### src/rtl/bp_me_axi_subordinate_pkg.sv
// Shared types for the AXI4 subordinate to BedRock Stream bridge.
//   - BedRock configuration (physical address width, fill width, payload ids)
//   - AXI response and burst encodings
//   - BedRock mem message type / size encodings and header struct
//   - Bridge FSM state encoding
//   - axsize to BedRock message-size conversion
package bp_me_axi_subordinate_pkg;

    localparam int paddr_width_gp        = 40;
    localparam int bedrock_fill_width_gp = 64;
    localparam int lce_id_width_gp       = 8;
    localparam int did_width_gp          = 4;

    typedef enum logic [1:0] {
        e_axi_resp_okay   = 2'b00,
        e_axi_resp_exokay = 2'b01,
        e_axi_resp_slverr = 2'b10,
        e_axi_resp_decerr = 2'b11
    } axi_resp_e;

    typedef enum logic [1:0] {
        e_axi_burst_fixed = 2'b00,
        e_axi_burst_incr  = 2'b01,
        e_axi_burst_wrap  = 2'b10
    } axi_burst_e;

    typedef enum logic [3:0] {
        e_bedrock_mem_rd    = 4'd0,
        e_bedrock_mem_wr    = 4'd1,
        e_bedrock_mem_uc_rd = 4'd2,
        e_bedrock_mem_uc_wr = 4'd3,
        e_bedrock_mem_pre   = 4'd4,
        e_bedrock_mem_amo   = 4'd5
    } bp_bedrock_mem_type_e;

    typedef enum logic [2:0] {
        e_bedrock_msg_size_1   = 3'd0,
        e_bedrock_msg_size_2   = 3'd1,
        e_bedrock_msg_size_4   = 3'd2,
        e_bedrock_msg_size_8   = 3'd3,
        e_bedrock_msg_size_16  = 3'd4,
        e_bedrock_msg_size_32  = 3'd5,
        e_bedrock_msg_size_64  = 3'd6,
        e_bedrock_msg_size_128 = 3'd7
    } bp_bedrock_msg_size_e;

    typedef struct packed {
        logic [did_width_gp-1:0]    did;
        logic [lce_id_width_gp-1:0] lce_id;
    } bp_bedrock_mem_payload_s;

    typedef struct packed {
        bp_bedrock_mem_payload_s    payload;
        bp_bedrock_msg_size_e       size;
        logic [paddr_width_gp-1:0]  addr;
        logic [3:0]                 subop;
        bp_bedrock_mem_type_e       msg_type;
    } bp_bedrock_mem_header_s;

    localparam int mem_header_width_gp = $bits(bp_bedrock_mem_header_s);

    typedef enum logic [2:0] {
        e_idle,
        e_wcollect,
        e_fwd,
        e_rev,
        e_bresp,
        e_rresp,
        e_err
    } bridge_state_e;

    // AXI axsize is log2(bytes), which is also how BedRock encodes size.
    function automatic bp_bedrock_msg_size_e axsize_to_msg_size(input logic [2:0] axsize);
        case (axsize)
            3'd0:    return e_bedrock_msg_size_1;
            3'd1:    return e_bedrock_msg_size_2;
            3'd2:    return e_bedrock_msg_size_4;
            3'd3:    return e_bedrock_msg_size_8;
            3'd4:    return e_bedrock_msg_size_16;
            3'd5:    return e_bedrock_msg_size_32;
            3'd6:    return e_bedrock_msg_size_64;
            default: return e_bedrock_msg_size_128;
        endcase
    endfunction

endpackage

### src/rtl/bp_me_axi_subordinate_arb.sv
// Two-input round-robin arbiter.
//   clk_i, reset_n_i : clock, asynchronous active-low reset
//   en_i             : arbitration enabled this cycle
//   req_i[1:0]       : requests, bit 0 = write channel, bit 1 = read channel
//   gnt_o[1:0]       : one-hot grant (at most one bit set)
// rr_r selects the winner on contention (0 favours bit 0) and flips on every grant.
module bp_me_axi_subordinate_arb (
    input  logic       clk_i,
    input  logic       reset_n_i,
    input  logic       en_i,
    input  logic [1:0] req_i,
    output logic [1:0] gnt_o
);

    logic rr_r;

    always_comb begin
        gnt_o = 2'b00;
        if (en_i) begin
            if (req_i[0] && (!req_i[1] || !rr_r))
                gnt_o = 2'b01;
            else if (req_i[1])
                gnt_o = 2'b10;
        end
    end

    always_ff @(posedge clk_i or negedge reset_n_i) begin
        if (!reset_n_i)
            rr_r <= 1'b0;
        else if (|gnt_o)
            rr_r <= ~rr_r;
    end

endmodule

### src/rtl/bp_me_axi_subordinate.sv
// AXI4 subordinate to BedRock Stream bridge, one outstanding transaction.
//   clk_i, reset_n_i       : clock, asynchronous active-low reset
//   s_axi_aw* / s_axi_w*   : write address / data from the external manager
//   s_axi_b*               : write response
//   s_axi_ar* / s_axi_r*   : read address / read data
//   mem_fwd_*              : BedRock request (uc_rd / uc_wr), ready-valid
//   mem_rev_*              : BedRock response, ready-valid
// Single-beat requests go out as one mem_fwd and return one B or R. Bursts
// (len != 0) never reach BedRock: W beats are drained / R beats generated
// locally with SLVERR.
module bp_me_axi_subordinate
    import bp_me_axi_subordinate_pkg::*;
#(
    parameter int                         s_axi_data_width_p = 64,
    parameter int                         s_axi_addr_width_p = 64,
    parameter int                         s_axi_id_width_p   = 1,
    parameter logic [lce_id_width_gp-1:0] lce_id_p           = '0,
    parameter logic [did_width_gp-1:0]    did_p              = '0
) (
    input  logic                            clk_i,
    input  logic                            reset_n_i,

    input  logic [s_axi_addr_width_p-1:0]   s_axi_awaddr_i,
    input  logic                            s_axi_awvalid_i,
    output logic                            s_axi_awready_o,
    input  logic [s_axi_id_width_p-1:0]     s_axi_awid_i,
    input  logic [7:0]                      s_axi_awlen_i,
    input  logic [2:0]                      s_axi_awsize_i,
    input  logic [1:0]                      s_axi_awburst_i,
    input  logic                            s_axi_awlock_i,
    input  logic [3:0]                      s_axi_awcache_i,
    input  logic [2:0]                      s_axi_awprot_i,
    input  logic [3:0]                      s_axi_awqos_i,
    input  logic [3:0]                      s_axi_awregion_i,

    input  logic [s_axi_data_width_p-1:0]   s_axi_wdata_i,
    input  logic [s_axi_data_width_p/8-1:0] s_axi_wstrb_i,
    input  logic                            s_axi_wlast_i,
    input  logic                            s_axi_wvalid_i,
    output logic                            s_axi_wready_o,

    output logic [s_axi_id_width_p-1:0]     s_axi_bid_o,
    output logic [1:0]                      s_axi_bresp_o,
    output logic                            s_axi_bvalid_o,
    input  logic                            s_axi_bready_i,

    input  logic [s_axi_addr_width_p-1:0]   s_axi_araddr_i,
    input  logic                            s_axi_arvalid_i,
    output logic                            s_axi_arready_o,
    input  logic [s_axi_id_width_p-1:0]     s_axi_arid_i,
    input  logic [7:0]                      s_axi_arlen_i,
    input  logic [2:0]                      s_axi_arsize_i,
    input  logic [1:0]                      s_axi_arburst_i,
    input  logic                            s_axi_arlock_i,
    input  logic [3:0]                      s_axi_arcache_i,
    input  logic [2:0]                      s_axi_arprot_i,
    input  logic [3:0]                      s_axi_arqos_i,
    input  logic [3:0]                      s_axi_arregion_i,

    output logic [s_axi_data_width_p-1:0]   s_axi_rdata_o,
    output logic [s_axi_id_width_p-1:0]     s_axi_rid_o,
    output logic [1:0]                      s_axi_rresp_o,
    output logic                            s_axi_rlast_o,
    output logic                            s_axi_rvalid_o,
    input  logic                            s_axi_rready_i,

    output logic [mem_header_width_gp-1:0]  mem_fwd_header_o,
    output logic [bedrock_fill_width_gp-1:0] mem_fwd_data_o,
    output logic                            mem_fwd_v_o,
    input  logic                            mem_fwd_ready_and_i,

    input  logic [mem_header_width_gp-1:0]  mem_rev_header_i,
    input  logic [bedrock_fill_width_gp-1:0] mem_rev_data_i,
    input  logic                            mem_rev_v_i,
    output logic                            mem_rev_ready_and_o
);

    bridge_state_e                    state_r;
    logic                             is_wr_r;
    logic                             err_r;
    logic [paddr_width_gp-1:0]        addr_r;
    logic [s_axi_id_width_p-1:0]      id_r;
    logic [2:0]                       size_r;
    logic [7:0]                       cnt_r;
    logic [s_axi_data_width_p-1:0]    wdata_r;
    logic [s_axi_data_width_p-1:0]    rdata_r;
    logic [1:0]                       gnt;

    // Gating with reset keeps both readies low while reset is held even
    // though the arbiter grant is combinational on the valids.
    bp_me_axi_subordinate_arb arb (
        .clk_i     (clk_i),
        .reset_n_i (reset_n_i),
        .en_i      ((state_r == e_idle) && reset_n_i),
        .req_i     ({s_axi_arvalid_i, s_axi_awvalid_i}),
        .gnt_o     (gnt)
    );

    always_ff @(posedge clk_i or negedge reset_n_i) begin
        if (!reset_n_i) begin
            state_r <= e_idle;
            is_wr_r <= 1'b0;
            err_r   <= 1'b0;
            addr_r  <= '0;
            id_r    <= '0;
            size_r  <= '0;
            cnt_r   <= '0;
            wdata_r <= '0;
            rdata_r <= '0;
        end else begin
            case (state_r)
                e_idle: begin
                    // rdata/wdata clear on every grant so reads forward zero
                    // data and error R beats return zero data.
                    if (gnt[0]) begin
                        is_wr_r <= 1'b1;
                        addr_r  <= s_axi_awaddr_i[paddr_width_gp-1:0];
                        id_r    <= s_axi_awid_i;
                        size_r  <= s_axi_awsize_i;
                        cnt_r   <= s_axi_awlen_i;
                        err_r   <= (s_axi_awlen_i != 8'd0);
                        wdata_r <= '0;
                        rdata_r <= '0;
                        state_r <= (s_axi_awlen_i != 8'd0) ? e_err : e_wcollect;
                    end else if (gnt[1]) begin
                        is_wr_r <= 1'b0;
                        addr_r  <= s_axi_araddr_i[paddr_width_gp-1:0];
                        id_r    <= s_axi_arid_i;
                        size_r  <= s_axi_arsize_i;
                        cnt_r   <= s_axi_arlen_i;
                        err_r   <= (s_axi_arlen_i != 8'd0);
                        wdata_r <= '0;
                        rdata_r <= '0;
                        state_r <= (s_axi_arlen_i != 8'd0) ? e_err : e_fwd;
                    end
                end
                e_wcollect: begin
                    if (s_axi_wvalid_i) begin
                        wdata_r <= s_axi_wdata_i;
                        state_r <= e_fwd;
                    end
                end
                e_fwd: begin
                    if (mem_fwd_ready_and_i)
                        state_r <= e_rev;
                end
                e_rev: begin
                    if (mem_rev_v_i) begin
                        rdata_r <= mem_rev_data_i;
                        state_r <= is_wr_r ? e_bresp : e_rresp;
                    end
                end
                e_bresp: begin
                    if (s_axi_bready_i)
                        state_r <= e_idle;
                end
                e_rresp: begin
                    if (s_axi_rready_i)
                        state_r <= e_idle;
                end
                e_err: begin
                    // cnt_r holds the beats remaining after the current one,
                    // so len=255 yields 256 beats and stops at zero.
                    if (is_wr_r) begin
                        if (s_axi_wvalid_i) begin
                            if (cnt_r == 8'd0)
                                state_r <= e_bresp;
                            else
                                cnt_r <= cnt_r - 8'd1;
                        end
                    end else if (s_axi_rready_i) begin
                        if (cnt_r == 8'd0)
                            state_r <= e_idle;
                        else
                            cnt_r <= cnt_r - 8'd1;
                    end
                end
                default: state_r <= e_idle;
            endcase
        end
    end

    bp_bedrock_mem_header_s fwd_hdr;

    always_comb begin
        fwd_hdr                = '0;
        fwd_hdr.msg_type       = is_wr_r ? e_bedrock_mem_uc_wr : e_bedrock_mem_uc_rd;
        fwd_hdr.addr           = addr_r;
        fwd_hdr.size           = axsize_to_msg_size(size_r);
        fwd_hdr.payload.lce_id = lce_id_p;
        fwd_hdr.payload.did    = did_p;
    end

    assign mem_fwd_header_o    = fwd_hdr;
    assign mem_fwd_data_o      = wdata_r;
    assign mem_fwd_v_o         = (state_r == e_fwd);
    assign mem_rev_ready_and_o = (state_r == e_rev);

    assign s_axi_awready_o = gnt[0];
    assign s_axi_arready_o = gnt[1];
    assign s_axi_wready_o  = (state_r == e_wcollect) || ((state_r == e_err) && is_wr_r);

    assign s_axi_bvalid_o  = (state_r == e_bresp);
    assign s_axi_bid_o     = id_r;
    assign s_axi_bresp_o   = err_r ? e_axi_resp_slverr : e_axi_resp_okay;

    assign s_axi_rvalid_o  = (state_r == e_rresp) || ((state_r == e_err) && !is_wr_r);
    assign s_axi_rdata_o   = rdata_r;
    assign s_axi_rid_o     = id_r;
    assign s_axi_rresp_o   = err_r ? e_axi_resp_slverr : e_axi_resp_okay;
    assign s_axi_rlast_o   = (state_r == e_rresp) || ((state_r == e_err) && (cnt_r == 8'd0));

    // Inputs the bridge deliberately ignores: sideband, burst type, wlast,
    // strobes (size alone sets the BedRock mask), truncated address bits and
    // the response header.
    wire unused_inputs = &{1'b0,
        s_axi_awaddr_i[s_axi_addr_width_p-1:paddr_width_gp],
        s_axi_araddr_i[s_axi_addr_width_p-1:paddr_width_gp],
        s_axi_awburst_i, s_axi_arburst_i, s_axi_wlast_i, s_axi_wstrb_i,
        s_axi_awlock_i, s_axi_awcache_i, s_axi_awprot_i, s_axi_awqos_i, s_axi_awregion_i,
        s_axi_arlock_i, s_axi_arcache_i, s_axi_arprot_i, s_axi_arqos_i, s_axi_arregion_i,
        mem_rev_header_i};

endmodule

### config.mk
export PLATFORM = sky130hd
export DESIGN_NAME = bp_me_axi_subordinate
export DESIGN_NICKNAME = d
export VERILOG_FILES = /design/src/rtl/bp_me_axi_subordinate_pkg.sv /design/src/rtl/bp_me_axi_subordinate_arb.sv /design/src/rtl/bp_me_axi_subordinate.sv
export SDC_FILE = /design/constraint.sdc
export NUM_CORES = 1
export LEC_CHECK = 0
export BUFFER_PORTS_ARGS = -buffer_cell sky130_fd_sc_hd__buf_2
export CORE_AREA = 2 2 236 238
export CTS_BUF_LIST = sky130_fd_sc_hd__clkbuf_8 sky130_fd_sc_hd__clkbuf_16
export CTS_CLUSTER_DIAMETER = 120
export CTS_CLUSTER_SIZE = 12
export DETAILED_ROUTE_END_ITERATION = 8
export DIE_AREA = 0 0 238 240
export PLACE_DENSITY = 0.39
export SETUP_SLACK_MARGIN = 0.4
export SLEW_MARGIN = 25
export SYNTH_ARGS = -nofsm -noshare
export SYNTH_HDL_FRONTEND = slang
export SYNTH_SLANG_ARGS = --single-unit
### constraint.sdc
create_clock -name clk_i -period 2.4 [get_ports clk_i]
set_input_delay 0.12 -clock clk_i [delete_from_list [all_inputs] [get_ports clk_i]]
set_output_delay 0.12 -clock clk_i [all_outputs]
set_load 0.1 [all_outputs]
Word-level counts from Yosys, hierarchy flattened:

Cells that the tools add are included.

* bits of input ports: 397
* flip-flop bits (word level): 186

* equal/unequal tests: 21
* multiplexer cells: 45
* reduce and logical (&&, ||, !) cells: 27
* add/sub/neg operators: 1
* bitwise gates (word level): 1

Operator list (count)
* 64-bit two-way mux: 4
* 64-bit case mux with 2 select lines: 2
* 40-bit two-way mux: 2
* 3-bit two-way mux: 16
* 8-bit two-way mux: 6
* 3-bit case mux with 7 select lines: 2
* 3-bit == test (second input constant): 6
* 8-bit case mux with 2 select lines: 1
* 8-bit nonzero test: 2
* 3-bit by 2-bit == test with 1-bit output (second input constant): 4
* 9-bit AND reduction: 1
* 8-bit zero test: 1
* 1-bit two-way mux: 8
* 2-bit two-way mux: 4
* 2-bit != test (second input constant): 4
* 2-bit nonzero test: 4
* 8-bit by 1-bit subtractor with 8-bit output (second input constant): 1
* 3-bit by 1-bit == test with 1-bit output (second input constant): 2
* 3-bit zero test: 2
* 3-bit != test (second input constant): 2
* 3-bit AND reduction: 2
* 1-bit logical AND: 5
* 1-bit logical OR: 4
* 2-bit by 1-bit != test with 1-bit output (second input constant): 2
* 6 further kinds: 8

Longest topological paths before layout:

* word-level depth: 8
* mapped depth: 9

Hierarchy:

A second synthesis with hierarchy kept.

* cells, all modules: 784
* area total of the unflattened synthesis: 8159.1 um2

By module, submodules not included
* bp_me_axi_subordinate: cells each 776, times used 1, seq. area each 4629.4 um2, area each 8095.3 um2
* bp_me_axi_subordinate_arb: cells each 8, times used 1, seq. area each 25.0 um2, area each 63.8 um2

Worst setup path before layout:

No wires, ideal clock.

* kind: register to output
* start: register state_r[2]
* end: output port s_axi_bvalid_o
* buffers on the path: 2
* cell stages (with the launch flop): 4
* data arrival time: 2932 ps
* path slack: -652 ps
* cell sequence: dfrtp_1 -> buf_4 -> clkbuf_1 -> nor3b_1

* cells in the longest elaborated chain, start to end: 1

Ends and longest elaborated chain
* start: declaration: RTL line bp_me_axi_subordinate.sv:78 `bridge_state_e state_r;`
* start signal: assignment: RTL line bp_me_axi_subordinate.sv:101 `state_r <= e_idle;`
* start signal: assignment: RTL line bp_me_axi_subordinate.sv:124 `state_r <= (s_axi_awlen_i != 8'd0) ? e_err : e_wcollect;`
* start signal: assignment: RTL line bp_me_axi_subordinate.sv:134 `state_r <= (s_axi_arlen_i != 8'd0) ? e_err : e_fwd;`
* 3-bit == test: RTL line bp_me_axi_subordinate.sv:203 `assign s_axi_bvalid_o = (state_r == e_bresp);`
* end: declaration: RTL line bp_me_axi_subordinate.sv:44 `output logic s_axi_bvalid_o,`

No other way between the ends.

Final worst setup path:

* start: register cnt_r[0]
* end: output port s_axi_rlast_o

* cells in the longest elaborated chain, start to end: 3

Ends and longest elaborated chain
* start: declaration: RTL line bp_me_axi_subordinate.sv:84 `logic [7:0] cnt_r;`
* start signal: assignment: RTL line bp_me_axi_subordinate.sv:120 `cnt_r <= s_axi_awlen_i;`
* start signal: assignment: RTL line bp_me_axi_subordinate.sv:130 `cnt_r <= s_axi_arlen_i;`
* start signal: assignment: RTL line bp_me_axi_subordinate.sv:169 `cnt_r <= cnt_r - 8'd1;`
* 8-bit zero test: RTL line bp_me_axi_subordinate.sv:211 `assign s_axi_rlast_o = (state_r == e_rresp) || ((state_r == e_err) && (cnt_r == 8'd0));`
* 1-bit logical AND: RTL line bp_me_axi_subordinate.sv:211
* 1-bit logical OR: RTL line bp_me_axi_subordinate.sv:211
* end: declaration: RTL line bp_me_axi_subordinate.sv:63 `output logic s_axi_rlast_o,`

No other way between the ends.

==> summary.md <==
| Metric | Value |
|---|---|
| Worst R2R Setup Slack | 0.39 ns |
| Share of layout cells above drive strength 1 | 41.88% |
| Synth top area share | 57.59% |
| Critical Path Source Type | register |
| PwrDens | 1584 nW/µm² |
| Mean Syn Cell Area | 9.655 µm² |
| Reg-to-reg endpoint | mem_fwd_data_o[31]$_DFFE_PN0P_ |
| Gr usage total | 12.73% |
| Post-synth top cells | nand2_1 (236), dfrtp_1 (186), o21ai_0 (69), a22o_1 (64), nor2_1 (56) |
| WHS Path Cells | 4 |
| Synth Warn # | 0 |
| Routed via count divided by cell count | 3.975 |
| EDFF count, synth | 0 |
| Starting Density | 14.78% |
| CTS root buffer | clkbuf_16 |
| Max Cap Viol | 0 |
| Worst hold start | s_axi_awlen_i[1] |
| Core Area | 54,660 µm² |
| Total negative setup slack | 0 ns |
| Largest area contributor in the netlist | dfrtp_1 |
| Setup Viol. Count Final | 0 |
| Grt met2 use | 21.19% |
| Peak supply drop | 1.006 mV |
| RD Place Congestion | 0.7210 |
| Area Growth Syn to Fin | 91.28% |
| Hold WS | 0.08709 ns |
| Die width | 238 µm |
| Clock transition at path regs | 0.07 ns |
| Rel. slew slack | 52.63% |
| Ranking of synthesized cells by area | dfrtp_1 (58%), nand2_1 (11%), a22o_1 (6.9%), o21ai_0 (4.3%), a31oi_1 (3.6%) |
| Final wirelength | 38.58 mm |
| Cell depth of the worst flop-to-flop path | 11 |
| DR iter-0 viols | 315 |
| HPWL Detailed | 21.64 mm |
| Worst Max-Slew Pin Slew | 0.7106 ns |
| Fin crit share | 90.57% |
| FP Rows | 86 |
| Fill cell count | 5,765 |
| Top_reg_cell synth | dfrtp_1 |
| Critical Path Sink Type | primary output |
| Synthesized instance count | 837 |
| Vias in the first global route | 9,125 |
| Final-report hold violation count | 0 |
| I/O Buffers | 424 |
| Die height | 240 µm |
| GRT busiest layer | met2 |
| GRT Residual Overflow | 0 |
| Worst R2R Start | state_r[0]$_DFFE_PN0P_ |
| Initial antenna violation count | 5 |
| Bufs on Longest Clock Path | 2 |
| Period minus WS final | 2.174 ns |
| Netlist cell types | 51 |
| Largest net degree at the start of global routing | 102 |
| Pre-antenna DRT Iters | 5 |
| Synthesized cell area | 8082 µm² |
| Critical Path Fanout Max | 2 |
| Crit-path cells | inv_2 -> ha_4 -> nor4b_4 -> buf_4 -> and2_4 -> a21oi_4 -> nor2b_4 -> buf_12 |
| Critical path's slowest cell | dfrtp_1 |
| CTS buffer count | 17 |
| Crit path kind | reg2out |
| Clk sink count | 186 |
| Max-slew violations | 0 |
| Routed vias | 8,891 |
| CP bufs+invs | 3 |
| WHS Endpoint | cnt_r[1]$_DFFE_PN0P_ |
| RSZ-0062 raised after global routing | true |
| Worst clock skew | 0.01116 ns |
| CP Data Required Time | 2.28 ns |
| Share of flip-flops with an asynchronous set or reset | 100.0% |
| Leak Pwr | 7.526 nW |
| Number of H-tree levels | 4 |
| Drc violations | 0 |
| Sequential area share after synthesis | 57.59% |
| Outcome | finished clean |
| CTS tree | built |
| CP arrival | 2.05 ns |
| Nets | 1,919 |
| Global-route wire length before repair | 53.99 mm |
| N_diodes | 0 |
| Fmax | 460.0 MHz |
| Grt met1 use | 14.72% |
| Cell with the most instances after synthesis | nand2_1 |
| # IOs | 602 |
| ANT nets after route | 0 |
| CP top delay family | simple AND/OR/NAND/NOR gates |
| DR WL/cell | 17.25 µm |
| Grt met3 use | 4.478% |
| #FFs+latches synth | 186 |
| Die area | 57,120 µm² |
| Worst skew pair latency | 0.48 ns |
| Crit-path max cell delay | 0.39 ns |
| Hold WC Path Type | in2reg |
[worst register-to-register path: cells and delay by family (launching register included)]
| family | cells | cell delay, ns |
|---|---|---|
| buf+inv | 7 | 0.89 |
| flops | 1 | 0.45 |
| simple gates | 2 | 0.34 |
| compound gates | 2 | 0.21 |
[how the worst max path moves through the flow]
| stage | slack (ns) | startpoint | cells past startpoint | end |
|---|---|---|---|---|
| after floorplan | 0.33 | state_r[2]$_DFFE_PN0P_ | 3 | mem_fwd_v_o |
| after global placement | 0.22 | state_r[1]$_DFFE_PN0P_ | 5 | s_axi_rdata_o[48]$_DFFE_PN0P_ |
| after detailed placement | 0.19 | state_r[1]$_DFFE_PN0P_ | 5 | s_axi_rdata_o[48]$_DFFE_PN0P_ |
| after CTS | 0.17 | cnt_r[0]$_DFFE_PN0P_ | 8 | s_axi_rlast_o |
| after global routing | 0.13 | cnt_r[0]$_DFFE_PN0P_ | 8 | s_axi_rlast_o |
| final | 0.23 | cnt_r[0]$_DFFE_PN0P_ | 8 | s_axi_rlast_o |
[stage by stage]
step	utilization, %	power, mW	instance area, µm²	cells	setup WS, ns
global route	28.28	25.58	15460	2237	0.1284
finish	28.28	24.49	15460	2237	0.2263
floorplan	-	16.40	8160	856	0.3314
CTS	27.11	24.01	14820	2219	0.1670
detailed placement	20.14	19.03	11010	1917	0.1909
global placement	20.14	19.01	11010	1917	0.2164
[where the power goes]
group	internal [mW]	total [mW]	switching, mW	leakage, nW
combinational	3.77	16.1	12.4	4.81
clock	1.80	3.21	1.41	0.318
sequential	4.37	5.15	0.776	2.40
total	9.95	24.5	14.5	7.53
[what timing repair did]
item,in CTS,in global routing
hold buffers,218,0
hold endpoints to repair,308,0
setup endpoints to repair,140,171
cloned,16,11
resized for setup,68,146
pin swaps,6,40
buffers inserted,36,7
[area by class of cell]
type                            instances  area, µm²  area share [%]
Clock buffer                           18      439.2           2.841
Clock inverter                         14      206.4           1.335
Inverter                                9      38.79          0.2509
Multi-Input combinational cell        574       3356           21.71
Sequential cell                       186       4658           30.13
Tap cell                              704      880.8           5.698
Timing Repair Buffer                  732       5879           38.03
[metal layers]
layer / vias to the layer above / share of wire [%]
met5: - / 0.16
met4: 10 / 2.8
met3: 60 / 6.5
met2: 334 / 49
met1: 4284 / 42
li1: 4203 / -
[flip-flops by register name (all words and copies together), names as in the netlist, 3 cells and up]
name            cells
state_r             3
addr_r             40
size_r              3
cnt_r               8
s_axi_rdata_o      64
mem_fwd_data_o     64
[logic make-up (layout without fill, tap and decap cells)]
kind of cell               count (synthesis)  in the layout  synth area share (%)
and+or+nand+nor                          328            330                 16.77
AOI/OAI and AO/OA                        215            215                 18.01
DFF                                      186            186                 57.59
buffers and inverters                     98            773                 6.456
muxes                                      5              5                0.6657
adders and majority gates                  2              2                0.3096
other                                      2             21               0.09293
xor gates and xnor gates                   1              1                0.1084
[placed cells by master, fill, tap and decap left out, types with 5 or more instances in the layout]
master	instances
nor2_1	54
conb_1	21
buf_12	20
buf_8	7
nand2_1	213
a31oi_1	47
o21ai_0	9
buf_4	36
a21oi_1	7
dlygate4sd3_1	218
a22o_1	64
nand2_4	6
o21ai_1	26
inv_6	6
o21ai_2	36
buf_16	14
nand2_2	18
buf_6	8
clkbuf_16	26
inv_1	6
buf_2	415
o22a_1	6
dfrtp_1	183
nor4_1	5
No activity file was read; power rests on OpenSTA's default activity.
